--- src/rtl/switch_debouncer_if.sv ---
// switch_debouncer_if
//   Bundles the switch-facing signals of the debouncer so the board-pin side
//   and the downstream consumer connect through one port.
//
//   Parameter
//     WIDTH       number of switch/button channels
//
//   Signals
//     sw_raw      raw, asynchronous, bouncing switch levels (into debouncer)
//     sw_db       debounced levels (out of debouncer)
//     sw_changed  one-cycle pulse when any sw_db bit changes
//     sw_rise     per-bit one-cycle pulse on a 0->1 change of sw_db
//     sw_fall     per-bit one-cycle pulse on a 1->0 change of sw_db
//
//   Modports
//     master      environment side: drives sw_raw, observes the results
//     slave       debouncer side: samples sw_raw, drives the results
interface switch_debouncer_if #(
  parameter int WIDTH = 5
);

  logic [WIDTH-1:0] sw_raw;
  logic [WIDTH-1:0] sw_db;
  logic             sw_changed;
  logic [WIDTH-1:0] sw_rise;
  logic [WIDTH-1:0] sw_fall;

  modport master (
    output sw_raw,
    input  sw_db,
    input  sw_changed,
    input  sw_rise,
    input  sw_fall
  );

  modport slave (
    input  sw_raw,
    output sw_db,
    output sw_changed,
    output sw_rise,
    output sw_fall
  );

endinterface

--- src/rtl/switch_debouncer.sv ---
// switch_debouncer
//   Multi-channel switch debouncer. Every raw switch bit is synchronized
//   through two flops, then a per-channel down-stream counter measures how
//   long the synchronized level has differed from the accepted (debounced)
//   level. A new level is accepted only after STABLE_CYCLES consecutive
//   differing samples; any sample matching the accepted level throws away
//   the count.
//
//   Parameters
//     WIDTH          number of independent channels
//     STABLE_CYCLES  consecutive synchronized samples required for a new
//                    level to be accepted (2 .. 2**20)
//
//   Ports
//     clk            system clock, rising edge
//     rst            asynchronous, active-high reset
//     sw_if.slave    sw_raw in; sw_db, sw_changed, sw_rise, sw_fall out
//
//   Build option
//     SWITCH_DEBOUNCER_EDGE_EN
//       defined   -> sw_rise / sw_fall are registered per-bit pulses that
//                    coincide with the first cycle of the new sw_db value
//       undefined -> sw_rise / sw_fall are tied to zero, no flops
//     sw_db and sw_changed behave identically in both builds.
//
//   Timing
//     A raw level captured by the first synchronizer flop on edge N appears
//     on sw_db after edge N + STABLE_CYCLES + 1 (i.e. on the
//     (STABLE_CYCLES+2)-th edge counting edge N as the first).
module switch_debouncer #(
  parameter int WIDTH         = 5,
  parameter int STABLE_CYCLES = 65536
) (
  input  logic           clk,
  input  logic           rst,
  switch_debouncer_if.slave sw_if
);

  localparam int CW = $clog2(STABLE_CYCLES + 1);

  // Terminal count: the sample that would make the run STABLE_CYCLES long.
  localparam logic [CW-1:0] CNT_TERM = CW'(STABLE_CYCLES - 1);
  localparam logic [CW-1:0] CNT_ONE  = CW'(1);

  // ---------------------------------------------------------------------
  // Two-flop synchronizer
  // ---------------------------------------------------------------------
  logic [WIDTH-1:0] sync_s1;
  logic [WIDTH-1:0] sync_s2;

  always_ff @(posedge clk or posedge rst) begin
    if (rst) begin
      sync_s1 <= '0;
      sync_s2 <= '0;
    end else begin
      sync_s1 <= sw_if.sw_raw;
      sync_s2 <= sync_s1;
    end
  end

  // ---------------------------------------------------------------------
  // Per-channel stability counters and accepted level
  // ---------------------------------------------------------------------
  logic [CW-1:0]    cnt_q   [WIDTH];
  logic [CW-1:0]    cnt_nxt [WIDTH];
  logic [WIDTH-1:0] db_q;
  logic [WIDTH-1:0] db_nxt;

  always_comb begin
    db_nxt = db_q;
    for (int i = 0; i < WIDTH; i++) begin
      cnt_nxt[i] = cnt_q[i];
      if (sync_s2[i] == db_q[i]) begin
        // Agreement with the accepted level: no partial credit is kept.
        cnt_nxt[i] = '0;
      end else if (cnt_q[i] == CNT_TERM) begin
        db_nxt[i]  = sync_s2[i];
        cnt_nxt[i] = '0;
      end else if (cnt_q[i] < CNT_TERM) begin
        cnt_nxt[i] = cnt_q[i] + CNT_ONE;
      end else begin
        // Unreachable while the counter stays bounded; clearing here keeps
        // the counter from ever wrapping even if it were corrupted.
        cnt_nxt[i] = '0;
      end
    end
  end

  always_ff @(posedge clk or posedge rst) begin
    if (rst) begin
      for (int i = 0; i < WIDTH; i++) begin
        cnt_q[i] <= '0;
      end
      db_q <= '0;
    end else begin
      for (int i = 0; i < WIDTH; i++) begin
        cnt_q[i] <= cnt_nxt[i];
      end
      db_q <= db_nxt;
    end
  end

  // ---------------------------------------------------------------------
  // Change pulse: registered from the next-state compare so it is high in
  // exactly the cycle the new sw_db value first appears. Several channels
  // accepting on one edge still produce a single pulse.
  // ---------------------------------------------------------------------
  logic changed_q;

  always_ff @(posedge clk or posedge rst) begin
    if (rst) begin
      changed_q <= 1'b0;
    end else begin
      changed_q <= |(db_nxt ^ db_q);
    end
  end

  assign sw_if.sw_db      = db_q;
  assign sw_if.sw_changed = changed_q;

  // ---------------------------------------------------------------------
  // Optional per-bit edge pulses
  // ---------------------------------------------------------------------
`ifdef SWITCH_DEBOUNCER_EDGE_EN
  logic [WIDTH-1:0] rise_q;
  logic [WIDTH-1:0] fall_q;

  always_ff @(posedge clk or posedge rst) begin
    if (rst) begin
      rise_q <= '0;
      fall_q <= '0;
    end else begin
      rise_q <= db_nxt & ~db_q;
      fall_q <= ~db_nxt & db_q;
    end
  end

  assign sw_if.sw_rise = rise_q;
  assign sw_if.sw_fall = fall_q;
`else
  assign sw_if.sw_rise = '0;
  assign sw_if.sw_fall = '0;
`endif

endmodule
--- src/flat_wrapper.sv ---
// flat-port wrapper written by rule: the top's interface ports become plain ports
module switch_debouncer_flat 
#(
  parameter int WIDTH         = 5,
  parameter int STABLE_CYCLES = 65536
)
  (clk, rst, sw_if_sw_raw, sw_if_sw_db, sw_if_sw_changed, sw_if_sw_rise, sw_if_sw_fall);
  switch_debouncer_if #(.WIDTH(WIDTH)) sw_if_i ();
  input  logic clk;
  input  logic rst;
  input wire logic [$bits(sw_if_i.sw_raw)-1:0] sw_if_sw_raw;
  output wire logic [$bits(sw_if_i.sw_db)-1:0] sw_if_sw_db;
  output wire logic [$bits(sw_if_i.sw_changed)-1:0] sw_if_sw_changed;
  output wire logic [$bits(sw_if_i.sw_rise)-1:0] sw_if_sw_rise;
  output wire logic [$bits(sw_if_i.sw_fall)-1:0] sw_if_sw_fall;
  assign sw_if_i.sw_raw = sw_if_sw_raw;
  assign sw_if_sw_db = sw_if_i.sw_db;
  assign sw_if_sw_changed = sw_if_i.sw_changed;
  assign sw_if_sw_rise = sw_if_i.sw_rise;
  assign sw_if_sw_fall = sw_if_i.sw_fall;
  switch_debouncer #(.WIDTH(WIDTH), .STABLE_CYCLES(STABLE_CYCLES)) u_core (.clk(clk), .rst(rst), .sw_if(sw_if_i));
endmodule
--- config.mk ---
export PLATFORM = sky130hd
export DESIGN_NAME = switch_debouncer_flat
export DESIGN_NICKNAME = d
export VERILOG_FILES = /design/src/rtl/switch_debouncer_if.sv /design/src/rtl/switch_debouncer.sv /design/src/flat_wrapper.sv
export SDC_FILE = /design/constraint.sdc
export NUM_CORES = 1
export LEC_CHECK = 0
export ABC_AREA = 1
export CORE_MARGIN = 5
export CORE_UTILIZATION = 38
export DETAILED_ROUTE_END_ITERATION = 16
export GPL_TIMING_DRIVEN = 0
export SYNTH_ARGS = -nofsm -noshare
export SYNTH_HDL_FRONTEND = slang
export SYNTH_SLANG_ARGS = --single-unit
--- constraint.sdc ---
create_clock -name clk -period 6.27 [get_ports clk]
set_clock_uncertainty 0.05 [all_clocks]
set_input_delay 0.9405 -clock clk [delete_from_list [all_inputs] [get_ports clk]]
set_output_delay 0.9405 -clock clk [all_outputs]
set_load 0.02 [all_outputs]
==> results.txt, run 1 <==
----------------------------------------------------
[Routing]
  Post-Route WL ... 9730 um
  Via count ... 3971
  First-pass detailed-route iteration total ... 4
  DRC Markers ... 0
  Routed Antenna Nets ... 0
  Via density ... 4.72
  Routed length per placed instance ... 11.6 um
  Initial detailed-routing violation count ... 188

[Logic synthesis]
  Synth unique cells ... 32
  Post-Synthesis Mean Instance Area ... 8.62 um2
  List of most frequent post-synthesis cells ... sky130_fd_sc_hd__nand2_1, sky130_fd_sc_hd__nor2_1, sky130_fd_sc_hd__dfrtp_1
  Top FF cell, synth ... sky130_fd_sc_hd__dfrtp_1
  Library cell with the largest summed area after synthesis ... sky130_fd_sc_hd__dfrtp_1
  Area fraction of the dominant cell type after synthesis ... 0.470
  Top-count cell post-synth ... sky130_fd_sc_hd__nand2_1
  Ranking of synthesized cells by area ... sky130_fd_sc_hd__dfrtp_1, sky130_fd_sc_hd__nand2_1, sky130_fd_sc_hd__nor2_1
  Number of warnings reported in the yosys synthesis log ... 0
  Synthesized instance count ... 624
  FF+latch count, synth ... 101
  Ys async rst share ... 1.00
  Mapped Area ... 5380 um2
  Share of the yosys chip area belonging to registers ... 0.470
  Count of flip-flops with a built-in enable after synthesis ... 0

[CTS]
  Clock latency at the later pin of the worst-skew pair ... 0.35 ns
  Number of buffers on the longest clock path ... 2
  Clock-pin slew on the worst setup and hold paths ... 0.07 ns
  Post-cts sizing count ... 0
  TritonCTS Buffers ... 9
  Post-CTS Setup Inserts ... 0
  CTS root buf ... sky130_fd_sc_hd__clkbuf_16
  TritonCTS clock tree ... done
  Number of buffers inserted for hold repair after clock tree synthesis ... 0
  Clock sink count ... 101
  Number of levels in the clock H-tree ... 3

[Hold path]
  Hold EP ... u_core.sync_s2[2]
  Number of stages on the worst hold path ... 0
  Startpoint of the worst hold path ... u_core.sync_s1[2]
  Tightest Hold Check Type ... reg -> reg

[Setup path]
  Peak fanout along the critical path ... 3
  Worst flop-to-flop path startpoint ... u_core.cnt_q[68]
  Largest stage delay on the critical path ... 0.63 ns
  Worst EP required ... 5.28 ns
  Kind of cell adding the most delay to the critical path ... buffers and inverters
  Crit-path cells ... clkdlybuf4s50_1
  Worst reg2reg path endpoint ... u_core.cnt_q[81]
  Data arrival time of the worst path ... 1.37 ns
  Type of element capturing the critical path ... primary output
  Worst r2r path cells ... 10
  Slowest stage cell on the critical path ... sky130_fd_sc_hd__clkdlybuf4s50_1
  Critical path buffer and inverter count ... 1
  Register-to-Register Setup Slack ... 4.10 ns
  Path type of the worst setup path ... reg -> out
  Element type at the critical path start ... flip-flop

[Global routing]
  Largest net degree at the start of global routing ... 68
  Overall overflow remaining after global route ... 0
  Vias in the first global route ... 3861
  Total routing resource utilization after global routing ... 0.126
  Number of antenna violations at the first check in global routing ... 0
  First-pass GRT wire length ... 17000 um

[Final layout]
  Final instance area ... 6120 um2
  Share of final-layout standard cells stronger than drive strength 1 ... 0.156
  Filler Cells Inserted ... 1339
  Ant diodes ... 0
  Relative area change from synthesis to final layout ... 13.8%
  Final-stage net count ... 674

[Floorplanning]
  Number of placement rows ... 43
  Vert. Die Dim ... 129 um
  Initial core utilization ... 0.388
  DIE AREA ... 16600 um2
  Die Wd ... 129 um
  Core Region ... 13900 um2
  Ports ... 23

[STA]
  Final clock period utilization by the worst path ... 0.376
  Hold Vio Cnt, Final ... 0
  Setup tns final ... 0 ns
  Unrepaired setup endpoints after global routing ... no
  Min cycle time layout ... 2.36 ns
  Maximum clock rate ... 424 MHz
  Setup violation total in the final timing report ... 0
  Final count of pins violating max slew ... 0

[Run status]
  Status ... complete, no violations

[Power and ir drop]
  Static Leak ... 2.68 nW
  Post-layout power ... 1.36 mW
  Power per cell area ... 222 nW/um2
  Max VDD drop ... 0.151 mV

[Job]
  Max-cap violation count ... 0

[Placed design]
  Placed instance area ... 5790 um2
  RePlAce Congestion ... 0.834
  Port Buffer Count ... 12
  HPWL after detailed placement ... 7050 um

----------------------------------------------------
-- where the power goes --
group	switching [mW]	total, mW	internal [mW]	leakage, nW
Combinational	0.0425	0.0682	0.0256	1.15
Sequential	0.00800	0.670	0.662	1.38
Clock	0.254	0.619	0.364	0.160
-- state kept, by name, summed over array words and instances, names as in the netlist --
name,cells
u_core.cnt_q,85
u_core.sw_if.sw_db,5
u_core.sync_s1,5
u_core.sync_s2,5
u_core.sw_if.sw_changed,1
-- metrics by stage --
step                std cells  hold slack, ns  utilization  worst slack (ns)
finish                    842           0.298        0.441              3.91
global route              842           0.310        0.441              3.86
CTS                       842           0.303        0.441              3.89
detailed placement        826           0.288        0.417              4.09
global placement          825           0.283        0.415              1.04
floorplan                 633           0.281            -              2.63
-- placed cells by master (no fill, tap or decap), types with 3 or more instances in the layout --
cell type,instances
sky130_fd_sc_hd__inv_1,57
sky130_fd_sc_hd__nor2_1,112
sky130_fd_sc_hd__o21ai_0,5
sky130_fd_sc_hd__nand3_2,4
sky130_fd_sc_hd__clkdlybuf4s50_1,12
sky130_fd_sc_hd__nor2_4,8
sky130_fd_sc_hd__a21oi_1,7
sky130_fd_sc_hd__nand4_1,18
sky130_fd_sc_hd__buf_4,10
sky130_fd_sc_hd__ha_1,10
sky130_fd_sc_hd__nor2_2,33
sky130_fd_sc_hd__nand2_1,113
sky130_fd_sc_hd__nor3_4,4
sky130_fd_sc_hd__nand2_2,8
sky130_fd_sc_hd__conb_1,10
sky130_fd_sc_hd__dfrtp_1,101
sky130_fd_sc_hd__o21bai_1,12
sky130_fd_sc_hd__xnor2_1,21
sky130_fd_sc_hd__buf_6,5
sky130_fd_sc_hd__nor3_1,6
sky130_fd_sc_hd__a31oi_1,3
sky130_fd_sc_hd__nand3_1,50
sky130_fd_sc_hd__clkbuf_16,9
sky130_fd_sc_hd__xor2_1,19
sky130_fd_sc_hd__nand3b_1,3
-- routing by layer --
| metal | vias up | global-route usage | part of all wire |
|---|---|---|---|
| met4 | 0 | 0.0426 | 0.011 |
| met2 | 62 | 0.204 | 0.48 |
| met5 | - | 0 | 0 |
| li1 | 2027 | - | - |
| met1 | 1872 | 0.157 | 0.46 |
| met3 | 10 | 0.0440 | 0.051 |
-- logic make-up after synthesis --
| family | synth area share |
|---|---|
| and+or+nand+nor | 0.342 |
| DFF | 0.470 |
| buffers and inverters | 0.0663 |
| xor gates and xnor gates | 0.0651 |
| AOI/OAI and AO/OA | 0.0314 |
| adders and majority gates | 0.0233 |
| other | 0.000697 |
| muxes | 0.00209 |
-- how the worst max path moves through the flow --
stage / depth (start not counted) / startpoint / to
after floorplan: 1 / rst / u_core.cnt_q[0]
after global placement: 2 / rst / u_core.cnt_q[46]
after detailed placement: 10 / u_core.cnt_q[68] / u_core.cnt_q[81]
after CTS: 1 / u_core.sw_if.sw_db[2] / sw_if_sw_db[2]
after global routing: 1 / u_core.sw_if.sw_db[0] / sw_if_sw_db[0]
final: 1 / u_core.sw_if.sw_db[2] / sw_if_sw_db[2]
-- area by class of cell --
class	count	area (um2)	area share
clock buffers	10	239	0.0390
inverters	60	228	0.0372
clock inverters	6	93.8	0.0153
flip-flops and latches	101	2530	0.413
plain buffers	15	131	0.0215
repair buffers	13	148	0.0241
multi-input cells	457	2530	0.413
well taps	180	225	0.0368
Note: power is estimated with default switching activity, not from simulation.
==> run 2, diff against run 1 <==
==> constraint.sdc (replaced) <==
create_clock -name clk -period 2 [get_ports clk]
set_clock_uncertainty 0.05 [all_clocks]
set_input_delay 0.3 -clock clk [delete_from_list [all_inputs] [get_ports clk]]
set_output_delay 0.3 -clock clk [all_outputs]
set_load 0.02 [all_outputs]
==> run 2 against run 1 <==
Net effect:
- first-iteration DRC count rose by 9.0%
- total power rose to 3.0 times the previous value
- die area did not move
- setup slack got worse by 3.8 ns
- global-route usage rose by 0.60 points
- clock-buffer cell count rose by 2
- cell area rose by 5.7%
- combinational power rose to 3.9 times the previous value
- sequential share of layout area fell by 2.2 points
- critical path depth rose by 9
- core utilization rose by 2.5 points
- non-clock buffer count rose by 24
- largest cell class unchanged
- largest power group unchanged
- highest routed layer unchanged
==> results.txt, run 2 (synthesized netlist as in run 1, its figures left out) <==
----------------------------------------------------
[Global routing]
  Number of antenna violations at the first check in global routing ... 0 (unchanged)
  Overall overflow remaining after global route ... 0 (unchanged)
  Largest net degree at the start of global routing ... 42 (-38%)
  Vias in the first global route ... 4030 (+4.4%)
  First-pass GRT wire length ... 17800 um (+4.3%)
  Total routing resource utilization after global routing ... 0.132 (+0.00603)

[Setup path]
  Worst flop-to-flop path startpoint ... u_core.cnt_q[0]
  Peak fanout along the critical path ... 4 (+1)
  Worst EP required ... 2.22 ns (-3.06 ns)
  Element type at the critical path start ... flip-flop
  Slowest stage cell on the critical path ... sky130_fd_sc_hd__dfrtp_1
  Worst r2r path cells ... 10 (unchanged)
  Crit-path cells ... ha_4, nand3_4, nor2_4, nand3_1, nor2_1, ha_2, nor3_4, nand2_2, buf_4, a21oi_1
  Type of element capturing the critical path ... flip-flop
  Path type of the worst setup path ... reg -> reg
  Worst reg2reg path endpoint ... u_core.cnt_q[13]
  Data arrival time of the worst path ... 2.14 ns (+0.77 ns)
  Largest stage delay on the critical path ... 0.42 ns (-0.21 ns)
  Register-to-Register Setup Slack ... 0.08 ns (-4.02 ns)

[Routing]
  Via count ... 4061 (+2.3%)
  First-pass detailed-route iteration total ... 4 (unchanged)
  Via density ... 4.70 (-0.34%)
  Routed Antenna Nets ... 0 (unchanged)
  Routed length per placed instance ... 12.0 um (+3.6%)
  DRC Markers ... 0 (unchanged)
  Initial detailed-routing violation count ... 205 (+9.0%)
  Post-Route WL ... 10300 um (+6.3%)

[CTS]
  Clock latency at the later pin of the worst-skew pair ... 0.35 ns (about the same)
  Number of buffers on the longest clock path ... 2 (unchanged)
  Clock sink count ... 101 (unchanged)
  Number of levels in the clock H-tree ... 3 (unchanged)
  CTS root buf ... sky130_fd_sc_hd__clkbuf_16
  TritonCTS clock tree ... done
  TritonCTS Buffers ... 9 (unchanged)
  Clock-pin slew on the worst setup and hold paths ... 0.06 ns (about the same)

[Floorplanning]
  Core Region ... 13900 um2 (unchanged)
  Number of placement rows ... 43 (unchanged)
  Initial core utilization ... 0.388 (unchanged)
  DIE AREA ... 16600 um2 (unchanged)
  Ports ... 23 (unchanged)
  Die Wd ... 129 um (unchanged)
  Vert. Die Dim ... 129 um (unchanged)

[STA]
  Max-slew headroom at the worst pin ... 0.651
  Setup violation total in the final timing report ... 0 (unchanged)
  Min setup slack post-route ... 0.0786 ns (-3.83 ns)
  Final count of pins violating max slew ... 0 (unchanged)
  Setup tns final ... 0 ns (unchanged)
  Maximum clock rate ... 520 MHz
  Slew at the pin closest to its max-slew limit ... 0.523 ns
  Min cycle time layout ... 1.92 ns
  Hold Vio Cnt, Final ... 0 (unchanged)
  Final clock period utilization by the worst path ... 0.961

[Hold path]
  Tightest Hold Check Type ... in -> async

[Placed design]
  Port Buffer Count ... 12 (unchanged)
  Placed instance area ... 5800 um2 (+0.24%)
  HPWL after detailed placement ... 7290 um (+3.3%)
  RePlAce Congestion ... 0.821 (-1.6%)
  Post-Place Setup Slack ... -0.186 ns (-4.27 ns)

[Final layout]
  Ant diodes ... 0 (unchanged)
  Commonest cells after routing, fill and taps aside ... sky130_fd_sc_hd__nand2_1, sky130_fd_sc_hd__nor2_1, sky130_fd_sc_hd__dfrtp_1
  Filler Cells Inserted ... 1324 (-1.1%)
  Register ranked first by flip-flop count ... u_core.cnt_q
  Largest register FFs ... 85 (unchanged)
  Final instance area ... 6470 um2 (+5.7%)
  Share of final-layout standard cells stronger than drive strength 1 ... 0.212 (+0.0564)
  Final-stage net count ... 698 (+3.6%)
  Most common cell after layout, fill and taps aside ... sky130_fd_sc_hd__nand2_1
  Relative area change from synthesis to final layout ... 20.3%

[Power and ir drop]
  Power per cell area ... 632 nW/um2 (+190%)
  Post-layout power ... 4.09 mW (+200%)
  Static Leak ... 2.81 nW (+4.7%)
  Max VDD drop ... 0.407 mV (+170%)

[Run status]
  Status ... complete, no violations

[Job]
  Max-cap violation count ... 0 (unchanged)

----------------------------------------------------
==> run 2: changes by cell type in the layout (fill, tap and decap cells not counted), moves of 3 or more <==
| cell | change |
|---|---|
| sky130_fd_sc_hd__nor2_4 | +4 |
| sky130_fd_sc_hd__nor3_4 | +3 |
| sky130_fd_sc_hd__nand3_1 | -6 |
| sky130_fd_sc_hd__ha_4 | +3 |
| sky130_fd_sc_hd__buf_6 | -3 |
| sky130_fd_sc_hd__ha_2 | +7 |
| sky130_fd_sc_hd__ha_1 | -10 |
| sky130_fd_sc_hd__buf_4 | +21 |
| sky130_fd_sc_hd__nand3_2 | +3 |
| sky130_fd_sc_hd__nor2_1 | -4 |
| sky130_fd_sc_hd__buf_8 | +3 |
| sky130_fd_sc_hd__nand3_4 | +3 |
==> run 2: critical path: cells and delay by family (launching register included) <==
| family | cells | cell delay, ns |
|---|---|---|
| buffers and inverters | 1 | 0.17 |
| DFF | 1 | 0.42 |
| AOI/OAI and AO/OA | 1 | 0.11 |
| and+or+nand+nor | 6 | 0.69 |
| adders and majority gates | 2 | 0.40 |
==> run 2: how the worst max path moves through the flow <==
stage / to / startpoint / cells past startpoint
after floorplan: u_core.cnt_q[81] / u_core.cnt_q[68] / 10
after global placement: u_core.cnt_q[49] / rst / 2
after detailed placement: u_core.cnt_q[81] / u_core.cnt_q[68] / 10
after CTS: u_core.cnt_q[9] / u_core.cnt_q[0] / 10
after global routing: u_core.cnt_q[7] / u_core.cnt_q[0] / 10
final: u_core.cnt_q[13] / u_core.cnt_q[0] / 10
==> run 2: layout make-up <==
type	count	area, um2	share of cell area
Multi-Input combinational cell	457	2700	0.417
Sequential cell	101	2530	0.391
Timing Repair Buffer	37	368	0.0568
Clock buffer	12	246	0.0381
Inverter	60	229	0.0354
Tap cell	180	225	0.0348
Buffer	15	143	0.0220
Clock inverter	2	35.0	0.00541
==> run 2: stage by stage <==
step	utilization	hold slack [ns]	cells
final	0.466	0.300	864
after global routing	0.466	0.312	864
after floorplan	-	0.281	633
after global placement	0.415	0.282	825
after CTS	0.446	0.306	848
after detailed placement	0.418	0.286	827
==> run 2: timing repair <==
action | 4_1_cts | 5_1_grt
hold buffers | 0 | 0
hold endpoints to repair | 0 | 0
endpoints found under the setup margin | 55 | 67
pin swaps | 8 | 16
resized for setup | 15 | 23
gates cloned | 0 | 2
setup buffers | 7 | 14
==> run 2: routing by layer <==
layer	routed length, um	GRT usage	vias up
met5	0	0	-
met4	119	0.0395	0
met3	362	0.0399	11
met2	5150	0.227	44
met1	4720	0.160	1933
li1	-	-	2073
==> run 2: power breakdown <==
part | internal (mW) | switching, mW | total (mW)
Combinational | 0.117 | 0.147 | 0.263
Sequential | 2.08 | 0.0331 | 2.11
Clock | 0.989 | 0.725 | 1.71
Total | 3.18 | 0.904 | 4.09
